===== src/rtl/state_uart_tx.sv =====
// Snapshots local game state and sends it as a 13-byte 8N1 UART packet.
// The packet is SYNC, eleven state bytes, then an XOR checksum of the state bytes.
module state_uart_tx #(
    parameter int          CLKS_PER_BIT = 868,
    parameter logic [7:0]  SYNC_BYTE    = 8'hA5
) (
    input  logic        clock,
    input  logic        reset,
    input  logic        send,
    input  logic [1:0]  local_player_ID,
    input  logic [2:0]  game_state,
    input  logic [1:0]  player_direction,
    input  logic [7:0]  time_left,
    input  logic [9:0]  point_total,
    input  logic [3:0]  orders,
    input  logic [3:0]  player_state,
    input  logic [23:0] team_name,
    input  logic [8:0]  player_loc_x,
    input  logic [8:0]  player_loc_y,
    output logic        tx,
    output logic        busy,
    output logic        done
);

    localparam int CW = (CLKS_PER_BIT > 2) ? $clog2(CLKS_PER_BIT) : 1;
    localparam logic [CW-1:0] LAST = CW'(CLKS_PER_BIT - 1);

    typedef enum logic [2:0] {
        S_IDLE,
        S_START,
        S_DATA,
        S_STOP,
        S_DONE
    } state_t;

    state_t           r_state;
    state_t           w_next;
    logic [12:0][7:0] r_buf;
    logic [12:0][7:0] w_pkt;
    logic [CW-1:0]    r_cnt;
    logic [2:0]       r_bit;
    logic [3:0]       r_byte;
    logic             w_tick;

    always_comb begin
        w_pkt     = '0;
        w_pkt[0]  = SYNC_BYTE;
        w_pkt[1]  = {1'b0, local_player_ID, game_state, player_direction};
        w_pkt[2]  = time_left;
        w_pkt[3]  = {6'b0, point_total[9:8]};
        w_pkt[4]  = point_total[7:0];
        w_pkt[5]  = {orders, player_state};
        w_pkt[6]  = team_name[23:16];
        w_pkt[7]  = team_name[15:8];
        w_pkt[8]  = team_name[7:0];
        w_pkt[9]  = {player_loc_x[8], player_loc_y[8], 6'b0};
        w_pkt[10] = player_loc_x[7:0];
        w_pkt[11] = player_loc_y[7:0];
        // checksum covers the state bytes only, not the sync byte
        w_pkt[12] = w_pkt[1] ^ w_pkt[2] ^ w_pkt[3] ^ w_pkt[4]
                  ^ w_pkt[5] ^ w_pkt[6] ^ w_pkt[7] ^ w_pkt[8]
                  ^ w_pkt[9] ^ w_pkt[10] ^ w_pkt[11];
    end

    assign w_tick = (r_cnt == LAST);

    always_ff @(posedge clock or negedge reset) begin
        if (!reset) begin
            r_state <= S_IDLE;
            r_buf   <= '0;
            r_cnt   <= '0;
            r_bit   <= '0;
            r_byte  <= '0;
        end else begin
            r_state <= w_next;
            case (r_state)
                S_IDLE: begin
                    r_cnt  <= '0;
                    r_bit  <= '0;
                    r_byte <= '0;
                    if (send) begin
                        r_buf <= w_pkt;
                    end
                end
                S_START, S_DATA, S_STOP: begin
                    r_cnt <= w_tick ? '0 : r_cnt + CW'(1);
                    if (w_tick && r_state == S_DATA) begin
                        r_bit <= r_bit + 3'd1;
                    end
                    if (w_tick && r_state == S_STOP && r_byte != 4'd12) begin
                        r_byte <= r_byte + 4'd1;
                    end
                end
                default: begin
                    r_cnt  <= '0;
                    r_bit  <= '0;
                    r_byte <= '0;
                end
            endcase
        end
    end

    always_comb begin
        w_next = r_state;
        tx     = 1'b1;
        busy   = 1'b0;
        done   = 1'b0;
        case (r_state)
            S_IDLE: begin
                if (send) begin
                    w_next = S_START;
                end
            end
            S_START: begin
                tx   = 1'b0;
                busy = 1'b1;
                if (w_tick) begin
                    w_next = S_DATA;
                end
            end
            S_DATA: begin
                tx   = r_buf[r_byte][r_bit];
                busy = 1'b1;
                if (w_tick && r_bit == 3'd7) begin
                    w_next = S_STOP;
                end
            end
            S_STOP: begin
                busy = 1'b1;
                if (w_tick) begin
                    w_next = (r_byte == 4'd12) ? S_DONE : S_START;
                end
            end
            S_DONE: begin
                done   = 1'b1;
                w_next = S_IDLE;
            end
            default: begin
                w_next = S_IDLE;
            end
        endcase
    end

endmodule


===== config.mk =====
export PLATFORM = sky130hd
export DESIGN_NAME = state_uart_tx
export DESIGN_NICKNAME = d
export VERILOG_FILES = /design/src/rtl/state_uart_tx.sv
export SDC_FILE = /design/constraint.sdc
export NUM_CORES = 1
export LEC_CHECK = 0
export ABC_CLOCK_PERIOD_IN_PS = 3000
export CAP_MARGIN = 20
export CELL_PAD_IN_SITES_DETAIL_PLACEMENT = 1
export CELL_PAD_IN_SITES_GLOBAL_PLACEMENT = 1
export CORE_ASPECT_RATIO = 0.9
export CORE_MARGIN = 2
export CORE_UTILIZATION = 45
export CTS_CLUSTER_DIAMETER = 120
export DETAILED_ROUTE_END_ITERATION = 16
export GPL_TIMING_DRIVEN = 0
export PLACE_DENSITY = 0.91
export SLEW_MARGIN = 20
export SYNTH_ARGS = -nofsm -noshare
export SYNTH_HDL_FRONTEND = slang
export SYNTH_SLANG_ARGS = --single-unit

===== constraint.sdc =====
create_clock -name clock -period 3 [get_ports clock]
set_clock_uncertainty 0.2 [all_clocks]
set_input_delay 0.3 -clock clock [delete_from_list [all_inputs] [get_ports clock]]
set_output_delay 0.3 -clock clock [all_outputs]
set_load 0.1 [all_outputs]

Yosys cells after proc, flatten, opt, wreduce, memory -nomap -nowiden

Cells that the tools add are included.

Register bits after elaboration: 104
Input port bits: 78
Output and inout bits: 3
Word-level logic and storage cells: 73

$add $sub $neg: 3
Order comparisons: 2
Eq/ne operators: 14
Muxes and demuxes: 19
Bitwise logic cells: 10
Reduce and logical (&&, ||, !) cells: 8

Operators by type and width:

| cell                  | number |
|---|---|
| $xor 8x8->8           | 8 |
| $bmux 8 s4            | 1 |
| $mux 3                | 7 |
| $mux 10               | 2 |
| $pmux 3 s4            | 1 |
| $add 10x1->10 const B | 1 |
| $eq 10x10->1 const B  | 1 |
| $mux 4                | 2 |
| $mux 8                | 1 |
| $xor 7x8->8           | 1 |
| $xor 8x2->8           | 1 |
| $eq 3x2->1 const B    | 2 |
| $eq 3x3->1 const B    | 2 |
| $ne 2x1->1 const B    | 3 |
| $ne 2x2->1 const B    | 3 |
| $lt 4x5->1 const B    | 1 |
| $add 4x1->4 const B   | 1 |
| $eq 4x4->1 const B    | 1 |
| $logic_and 1x1->1     | 4 |
| $lt 3x4->1 const B    | 1 |
| $ne 4x4->1 const B    | 1 |
| $reduce_and 4->1      | 1 |
| $add 3x1->3 const B   | 1 |
| $bmux 1 s3            | 1 |
| 6 further kinds       | 8 |

Longest topological paths before layout

Gate-level depths: netlist of run 1.

Depth in word-level cells: 10
Depth in mapped cells: 10
Gate-level depth less buffers: 7

Worst setup path after synthesis of run 1

Ideal clock, no wire load.

Path type: flip-flop to output port
Start: register r_byte[0]
End: output tx
Data arrival time: 3.027 ns
Data required time: 2.500 ns
Path slack: -0.527 ns
Stages on the path, launching flop included: 9
Path buffers: 2
Path through: dfrtp_1 > buf_6 > buf_12 > nand2b_1 > a21o_1 > a211o_1 > a21oi_1 > o2bb2ai_1 > a32oi_1

Cells in the longest elaborated chain, start to end: 5

Ends and longest elaborated chain:

| element                      | RTL line | source |
|---|---|---|
| start, declared              | 42       | `logic [3:0] r_byte;` |
| start signal, assigned       | 91       | `r_byte <= r_byte + 4'd1;` |
| $bmux 8 s4                   | 122      | `tx = r_buf[r_byte][r_bit];` |
| $mux 8 (implied by the code) | 122      |  |
| $bmux 1 s3                   | 122      |  |
| $mux 1 (implied by the code) | 122      |  |
| $pmux 1 s2                   | 108      | `case (r_state)` |
| end, declared                | 20       | `output logic tx,` |

Every way passes these cells. The select of a mux whose other input is x is not followed.

Final worst setup path of run 1

Ends and elaborated chain as after synthesis.

==> metrics.csv, run 1 <==
stage,metric,value,unit
yosys,Post-synth ARST share,1.00,
sta,fin. max-slew vios,0,
sta,Tmin final,3.05,ns
floorplanning,Starting Density,0.466,
yosys,multiplexer share of the synthesized area,0.0459,
yosys,Syn Std Cell Area,0.00569,mm^2
worst_hold_path,min-delay worst type,primary input to asynchronous set/reset pin,
clock_tree,CTS tree,built,
sta,Worst Max-Slew Pin Slew,0.960,ns
finish,Synth-to-Final Area Change,26.0,%
floorplanning,core area,0.0122,mm^2
detailed_routing,DR vias,5018,
yosys,post-synth cell types,62,
sta,RSZ-0062 raised after global routing,true,
clock_tree,Worst-Skew Late Latency,0.36,ns
clock_tree,Clock H-tree levels,3,
floorplanning,Ports,81,
clock_tree,maximum clock path buffer count,2,
yosys,YS warnings,0,
sta,FMAX,0.328,GHz
detailed_routing,routed wire length,18.6,mm
power,total power,3.13,mW
finish,share of cells above drive strength 1,0.0965,
yosys,Adder-Cell Fraction of Synth Area,0.0110,
power,PD cells,436,mW/mm^2
sta,final period utilization,1.02,
place,DP Area,0.00673,mm^2
global_route,vias in the first global route,5555,
global_route,first-pass GRT wire length,29.9,mm
critical_path,"Req. time, crit path",2.50,ns
power,Static Leak,3.28,nW
yosys,Syn Inst Count,640,
detailed_routing,Post-route DRC,0,
yosys,Synth Register Bits,104,
critical_path,Setup crit end kind,primary output,
detailed_routing,Detailed Route Iter0 Violations,305,
critical_path,cells on worst reg2reg path,6,
sta,hold slack,0.268,ns
sta,count of final setup violators,1,
global_route,largest net degree at the start of global routing,57,
place,number of cells after detailed placement,881,
finish,ANT cells,0,
clock_tree,Worst-path clk slew,0.07,ns
critical_path,Reg2Reg Setup Slack,0.21,ns
place,PortBufs,80,
critical_path,WS Path Type,flip-flop to primary output,
place,Placer Congestion,0.932,
sta,setup ws final,-0.0502,ns
run_status,failing checks,negative setup slack,
critical_path,CP Data Arrival Time,2.55,ns
critical_path,Worst R2R End,r_buf[22],
yosys,Mean Syn Cell Area,8.90,um^2
place,Placement Setup Slack,-0.644,ns
floorplanning,die width,123,um
yosys,Synthesized Nets,723,
global_route,grt ovf,0,
yosys,largest family of logic cells by synthesized area,simple AND/OR/NAND/NOR gates,
yosys,compound-gate portion of the synthesized area,0.0842,
finish,non-filler instance count after layout,906,
yosys,commonest register cell after synthesis,dfrtp_1,
yosys,register area share after synthesis,0.457,
finish,nets@finish,824,
detailed_routing,Initial DRT Pass Iterations,5,
clock_tree,clock root buffer,clkbuf_16,
clock_tree,TritonCTS buffer count,9,
place,post-DP HPWL,14.0,mm
power,Peak VDD IR,0.271,mV
floorplanning,Core Rows,38,
critical_path,worst reg2reg path startpoint,r_state[0],
global_route,Global Route Usage Sum,0.293,
run_status,status,finished with violations,
floorplanning,Die Span Y,111,um
finish,fillers,1386,
yosys,Synth Area in XOR/XNOR,0.122,
detailed_routing,DRT antenna net count,0,
sta,Fin. Hold Viols,0,
yosys,post-synthesis simple-gate area fraction,0.239,
critical_path,CP startpoint kind,flip-flop,
detailed_routing,Routed WL per cell,20.6,um
global_route,initial antenna violation count,0,
floorplanning,Die ar.,0.0136,mm^2
sta,Max-slew headroom,0.359,
detailed_routing,Avg Vias per Cell,5.54,
yosys,number of flops mapped to enable cells by yosys,0,
critical_path,Crit Path Max Fanout,9,
run,total of max-cap violations,0,
finish,Final Cell Area,0.00718,mm^2
clock_tree,Clock Sinks,104,
-- area by class of cell --
class / count / area [um^2] / area share
Sequential cell: 104 / 2600 / 0.363
Buffer: 35 / 219 / 0.0305
Timing Repair Buffer: 90 / 916 / 0.128
Tap cell: 160 / 200 / 0.0279
Clock inverter: 4 / 53.8 / 0.00750
Multi-Input combinational cell: 491 / 2900 / 0.405
Inverter: 10 / 43.8 / 0.00610
Clock buffer: 12 / 236 / 0.0329
-- worst max-delay path: stages, from the launching register on --
cell and delay [ns]:
dfrtp_1 0.42, buf_12 0.19, clkbuf_16 0.16, nand2b_4 0.16
o22ai_1 0.10, or3_1 0.34, o221ai_2 0.18, o22ai_1 0.12
a32oi_2 0.25, buf_6 0.27
-- cell usage after synthesis, drive strengths merged, types with 2 or more instances --
cell	n	area [um^2]
a211o	2	17.5
a21o	4	30.0
a21oi	16	83.8
a221o	2	20.0
a221oi	2	17.5
a22o	2	17.5
a22oi	4	30.0
a2bb2oi	3	26.3
a31oi	4	25.0
buf	15	120
clkbuf	20	75.1
dfrtp	104	2600
ha	5	62.6
inv	9	36.3
mux2	2	22.5
mux2i	7	70.1
mux4	7	169
nand2	248	931
nand2b	7	51.3
nand3	15	75.1
nand3b	2	15.0
nand4	4	31.3
nor2	26	97.6
nor2b	3	18.8
nor3	3	20.0
nor3b	2	37.5
nor4	2	12.5
o211ai	2	15.0
o21ai	12	60.1
o221ai	3	26.3
o22ai	5	31.3
or2	2	12.5
or3	2	12.5
xnor2	69	604
xor2	10	87.6
-- cells by family after synthesis --
kind of cell / Yosys count
AOI/OAI and AO/OA: 70
xor gates and xnor gates: 79
adders and majority gates: 5
buffers and inverters: 45
DFF: 104
muxes: 16
and+or+nand+nor: 321
-- worst max path at each step --
stage	from	to	slack [ns]	depth (start not counted)
5_1_grt	r_byte[0]	tx	-0.10	9
4_1_cts	r_byte[0]	tx	0.0008	9
3_5_place_dp	r_byte[0]	tx	-0.64	10
3_3_place_gp	reset	r_buf[33]	-2.52	1
2_1_floorplan	r_byte[0]	tx	0.12	8
6_report	r_byte[0]	tx	-0.05	9
-- where the power goes --
part	total (mW)	internal [mW]	switching [mW]
combinational	0.449	0.236	0.213
clock	1.19	0.651	0.540
sequential	1.49	1.45	0.0340
-- registers in the layout (all words and copies together) (netlist names) --
| signal | cells |
|---|---|
| r_byte | 4 |
| r_buf | 84 |
| r_cnt | 10 |
| r_bit | 3 |
| r_state | 3 |
-- stage by stage --
step,setup TNS (ns),utilization
finish,-0.0502,0.587
global route,-0.104,0.587
CTS,0,0.580
detailed placement,-0.644,0.551
global placement,-261.68,0.549
floorplan,0,-
-- layer usage --
| metal | up-vias | track usage | part of all wire |
|---|---|---|---|
| met5 | - | 0 | 0 |
| met4 | 0 | 0.0927 | 0.027 |
| met2 | 142 | 0.477 | 0.49 |
| met3 | 32 | 0.0669 | 0.048 |
| met1 | 2543 | 0.386 | 0.44 |
| li1 | 2301 | - | - |
-- cell usage in the layout, fill, tap and decap left out, types with 3 or more instances in the layout --
cell / n
buf_2: 8
clkbuf_2: 3
nor2_1: 26
a21oi_1: 14
o22ai_1: 5
buf_12: 3
inv_1: 7
clkbuf_1: 21
nand2b_1: 5
xnor2_1: 69
a21o_1: 4
clkinvlp_4: 3
mux4_2: 5
nand3_1: 15
a31oi_1: 4
o21ai_0: 11
a22oi_1: 4
nand4_1: 3
a2bb2oi_1: 3
ha_1: 5
dfrtp_1: 103
buf_6: 3
buf_4: 9
clkdlybuf4s50_1: 76
xor2_1: 10
nand2_1: 248
clkbuf_16: 10
mux2i_1: 7
-- repair_timing --
item,4_1_cts,5_1_grt
setup endpoints to repair,2,3
gates cloned,0,1
setup buffers,4,3
pin swaps,3,7
gates resized for setup,22,11
hold buffers,1,0
hold endpoints to repair,55,0
Power figures use the tool's default switching activity.
==> run 2, diff against run 1 <==
Settings changed: ABC_AREA from default to 1, CORE_UTILIZATION 45 to 44.
==> metrics.csv, run 2 <==
stage,metric,value,unit
run_status,status,finished clean,
clock_tree,Worst-path clk slew,0.07,ns
power,clock power share,0.405,
detailed_routing,DR vias,5561,
sta,RSZ-0062 raised after global routing,false,
power,total power,3.35,mW
yosys,Mean Syn Cell Area,7.66,um^2
floorplanning,core area,0.0128,mm^2
global_route,vias in the first global route,6176,
clock_tree,Clock H-tree levels,3,
detailed_routing,routed wire length,19.8,mm
finish,Largest Register,r_buf,
critical_path,Setup crit end kind,primary output,
place,Placer Congestion,0.886,
yosys,Synth area leader,dfrtp_1,
sta,final period utilization,0.957,
global_route,largest net degree at the start of global routing,60,
floorplanning,Ports,81,
yosys,most frequent cell after synthesis,nand2_1,
yosys,top-area cell type share of the netlist area,0.446,
finish,share of cells above drive strength 1,0.0828,
global_route,Global Route Usage Sum,0.293,
critical_path,worst reg2reg path startpoint,r_state[0],
power,Int Power,2.52,mW
place,post-DP HPWL,14.6,mm
floorplanning,Starting Density,0.454,
yosys,post-synthesis simple-gate area fraction,0.304,
clock_tree,clock root buffer,clkbuf_16,
finish,Largest register FFs,84,
power,Logic pwr share,0.144,
worst_hold_path,min-delay worst type,primary input to asynchronous set/reset pin,
finish,Finished Core Util,0.564,
power,PD cells,463,mW/mm^2
yosys,Syn Std Cell Area,0.00583,mm^2
sta,FMAX,0.348,GHz
global_route,grt ovf,0,
yosys,Synth area leaders,"dfrtp_1 45%, nand2_1 18%, xnor2_1 6.8%, nor2_1 4.6%, o21ai_0 4.5%",
finish,ANT cells,0,
clock_tree,"Setup Fix Bufs, Post-CTS",0,
yosys,Post-synth ARST share,1.00,
detailed_routing,Detailed Route Iter0 Violations,383,
finish,Synth-to-Final Area Change,24.0,%
yosys,Adder-Cell Fraction of Synth Area,0.0107,
clock_tree,maximum clock path buffer count,2,
sta,count of final setup violators,0,
detailed_routing,Post-route DRC,0,
yosys,commonest register cell after synthesis,dfrtp_1,
clock_tree,TritonCTS buffer count,9,
power,Seq pwr share,0.452,
sta,Worst Max-Slew Pin Slew,0.961,ns
finish,Top Registers,"r_buf: 84 flops, r_cnt: 10 flops, r_byte: 4 flops",
sta,Fin. Hold Viols,0,
sta,Max-slew headroom,0.357,
global_route,first-pass GRT wire length,31.8,mm
finish,most frequent cells in the layout,"271 x nand2_1, 104 x dfrtp_1, 78 x clkdlybuf4s50_1, 71 x nor2_1, 54 x inv_1",
clock_tree,CTS tree,built,
sta,fin. max-slew vios,0,
power,Static Leak,3.48,nW
yosys,Synth Register Bits,104,
detailed_routing,Avg Vias per Cell,5.44,
global_route,initial antenna violation count,0,
critical_path,Crit Path Max Fanout,10,
detailed_routing,Initial DRT Pass Iterations,5,
power,sw frac,0.249,
floorplanning,Die Span Y,113,um
clock_tree,Clock Sinks,104,
critical_path,CP startpoint kind,flip-flop,
detailed_routing,Routed WL per cell,19.4,um
power,Peak VDD IR,0.290,mV
yosys,compound-gate portion of the synthesized area,0.0659,
floorplanning,Core Rows,39,
critical_path,"Req. time, crit path",2.50,ns
yosys,number of flops mapped to enable cells by yosys,0,
critical_path,CP Data Arrival Time,2.37,ns
place,DP Area,0.00687,mm^2
yosys,Syn Inst Count,761,
yosys,multiplexer share of the synthesized area,0,
yosys,Synthesized Nets,844,
yosys,register area share after synthesis,0.446,
critical_path,Reg2Reg Setup Slack,0.93,ns
detailed_routing,DRT antenna net count,0,
clock_tree,Worst-Skew Late Latency,0.36,ns
yosys,Post-synth top cells,"272 x nand2_1, 104 x dfrtp_1, 71 x nor2_1",
sta,Tmin final,2.87,ns
critical_path,cells on worst reg2reg path,7,
critical_path,Worst R2R End,r_buf[45],
floorplanning,die width,125,um
finish,"most common cell after layout, fill and taps aside",nand2_1,
critical_path,WS Path Type,flip-flop to primary output,
yosys,post-synth cell types,35,
power,switching power,0.834,mW
yosys,Synth Area in XOR/XNOR,0.0931,
finish,nets@finish,937,
place,PortBufs,80,
floorplanning,Die ar.,0.0142,mm^2
run,total of max-cap violations,0,
yosys,YS warnings,0,
yosys,largest family of logic cells by synthesized area,simple AND/OR/NAND/NOR gates,
finish,Final Cell Area,0.00723,mm^2
-- run 2: timing repair --
item	4_1_cts	5_1_grt
endpoints found under the setup margin	1	1
endpoints found under the hold margin	58	0
hold buffers	1	0
gates resized for setup	7	8
-- run 2: cell families (layout without fill, tap and decap cells) --
| kind of cell | count (synthesis) | in the layout |
|---|---|---|
| adders and majority gates | 5 | 5 |
| buffers and inverters | 93 | 190 |
| DFF | 104 | 104 |
| and+or+nand+nor | 422 | 422 |
| AOI/OAI and AO/OA | 75 | 75 |
| xor gates and xnor gates | 62 | 62 |
-- run 2: layout make-up --
| cell class | instances | area, um^2 |
|---|---|---|
| fillers | 1603 | 5600 |
| multi-input cells | 564 | 2770 |
| flip-flops and latches | 104 | 2600 |
| repair buffers | 82 | 850 |
| inverters | 62 | 244 |
| clock buffers | 10 | 229 |
| plain buffers | 31 | 225 |
| well taps | 164 | 205 |
| clock inverters | 5 | 106 |
-- run 2: metal layers --
layer / up-vias / wire length [um] / track usage
met5: - / 0 / 0
met4: 0 / 685 / 0.129
met3: 51 / 1300 / 0.0700
met2: 201 / 9780 / 0.509
met1: 2750 / 8060 / 0.348
li1: 2559 / - / -
-- run 2: critical path, stage by stage (launching register included) --
cell and delay (ns):
dfrtp_1 0.40, buf_6 0.18, inv_6 0.10, buf_6 0.16, nand3_2 0.12, nand2_1 0.09
inv_1 0.08, nand3_1 0.09, nand3_1 0.13, nand2_1 0.09, nand3_1 0.08, nand3_1 0.10
nand3_1 0.10, nand2_2 0.11, buf_12 0.18
-- run 2: worst max-delay path by stage --
stage,start,slack (ns),cells after the start,to
CTS,r_byte[3],0.006,11,tx
global route,r_byte[0],0.006,14,tx
global placement,reset,-2.48,1,r_cnt[5]
floorplan,r_state[2],0.002,2,done
detailed placement,r_byte[2],-0.47,12,tx
finish,r_byte[0],0.13,14,tx
-- run 2: power by group through the flow --
| stage | Combinational (mW) | Sequential (mW) | Clock [mW] |
|---|---|---|---|
| finish | 0.481 | 1.51 | 1.36 |
| global route | 0.522 | 1.52 | 1.42 |
| CTS | 0.474 | 1.51 | 1.37 |
| detailed placement | 0.467 | 1.54 | 0 |
| global placement | 0.436 | 1.54 | 0 |
| floorplan | 0.233 | 1.53 | 0 |
-- run 2: stage by stage --
step	setup slack, ns	setup TNS (ns)	cells	hold slack [ns]
2_1_floorplan	0.00244	0	761	-0.196
3_3_place_gp	-2.48	-257.49	1005	0.250
3_5_place_dp	-0.469	-0.469	1006	0.116
4_1_cts	0.00617	0	1022	0.274
5_1_grt	0.00615	0	1022	0.300
6_report	0.128	0	1022	0.264
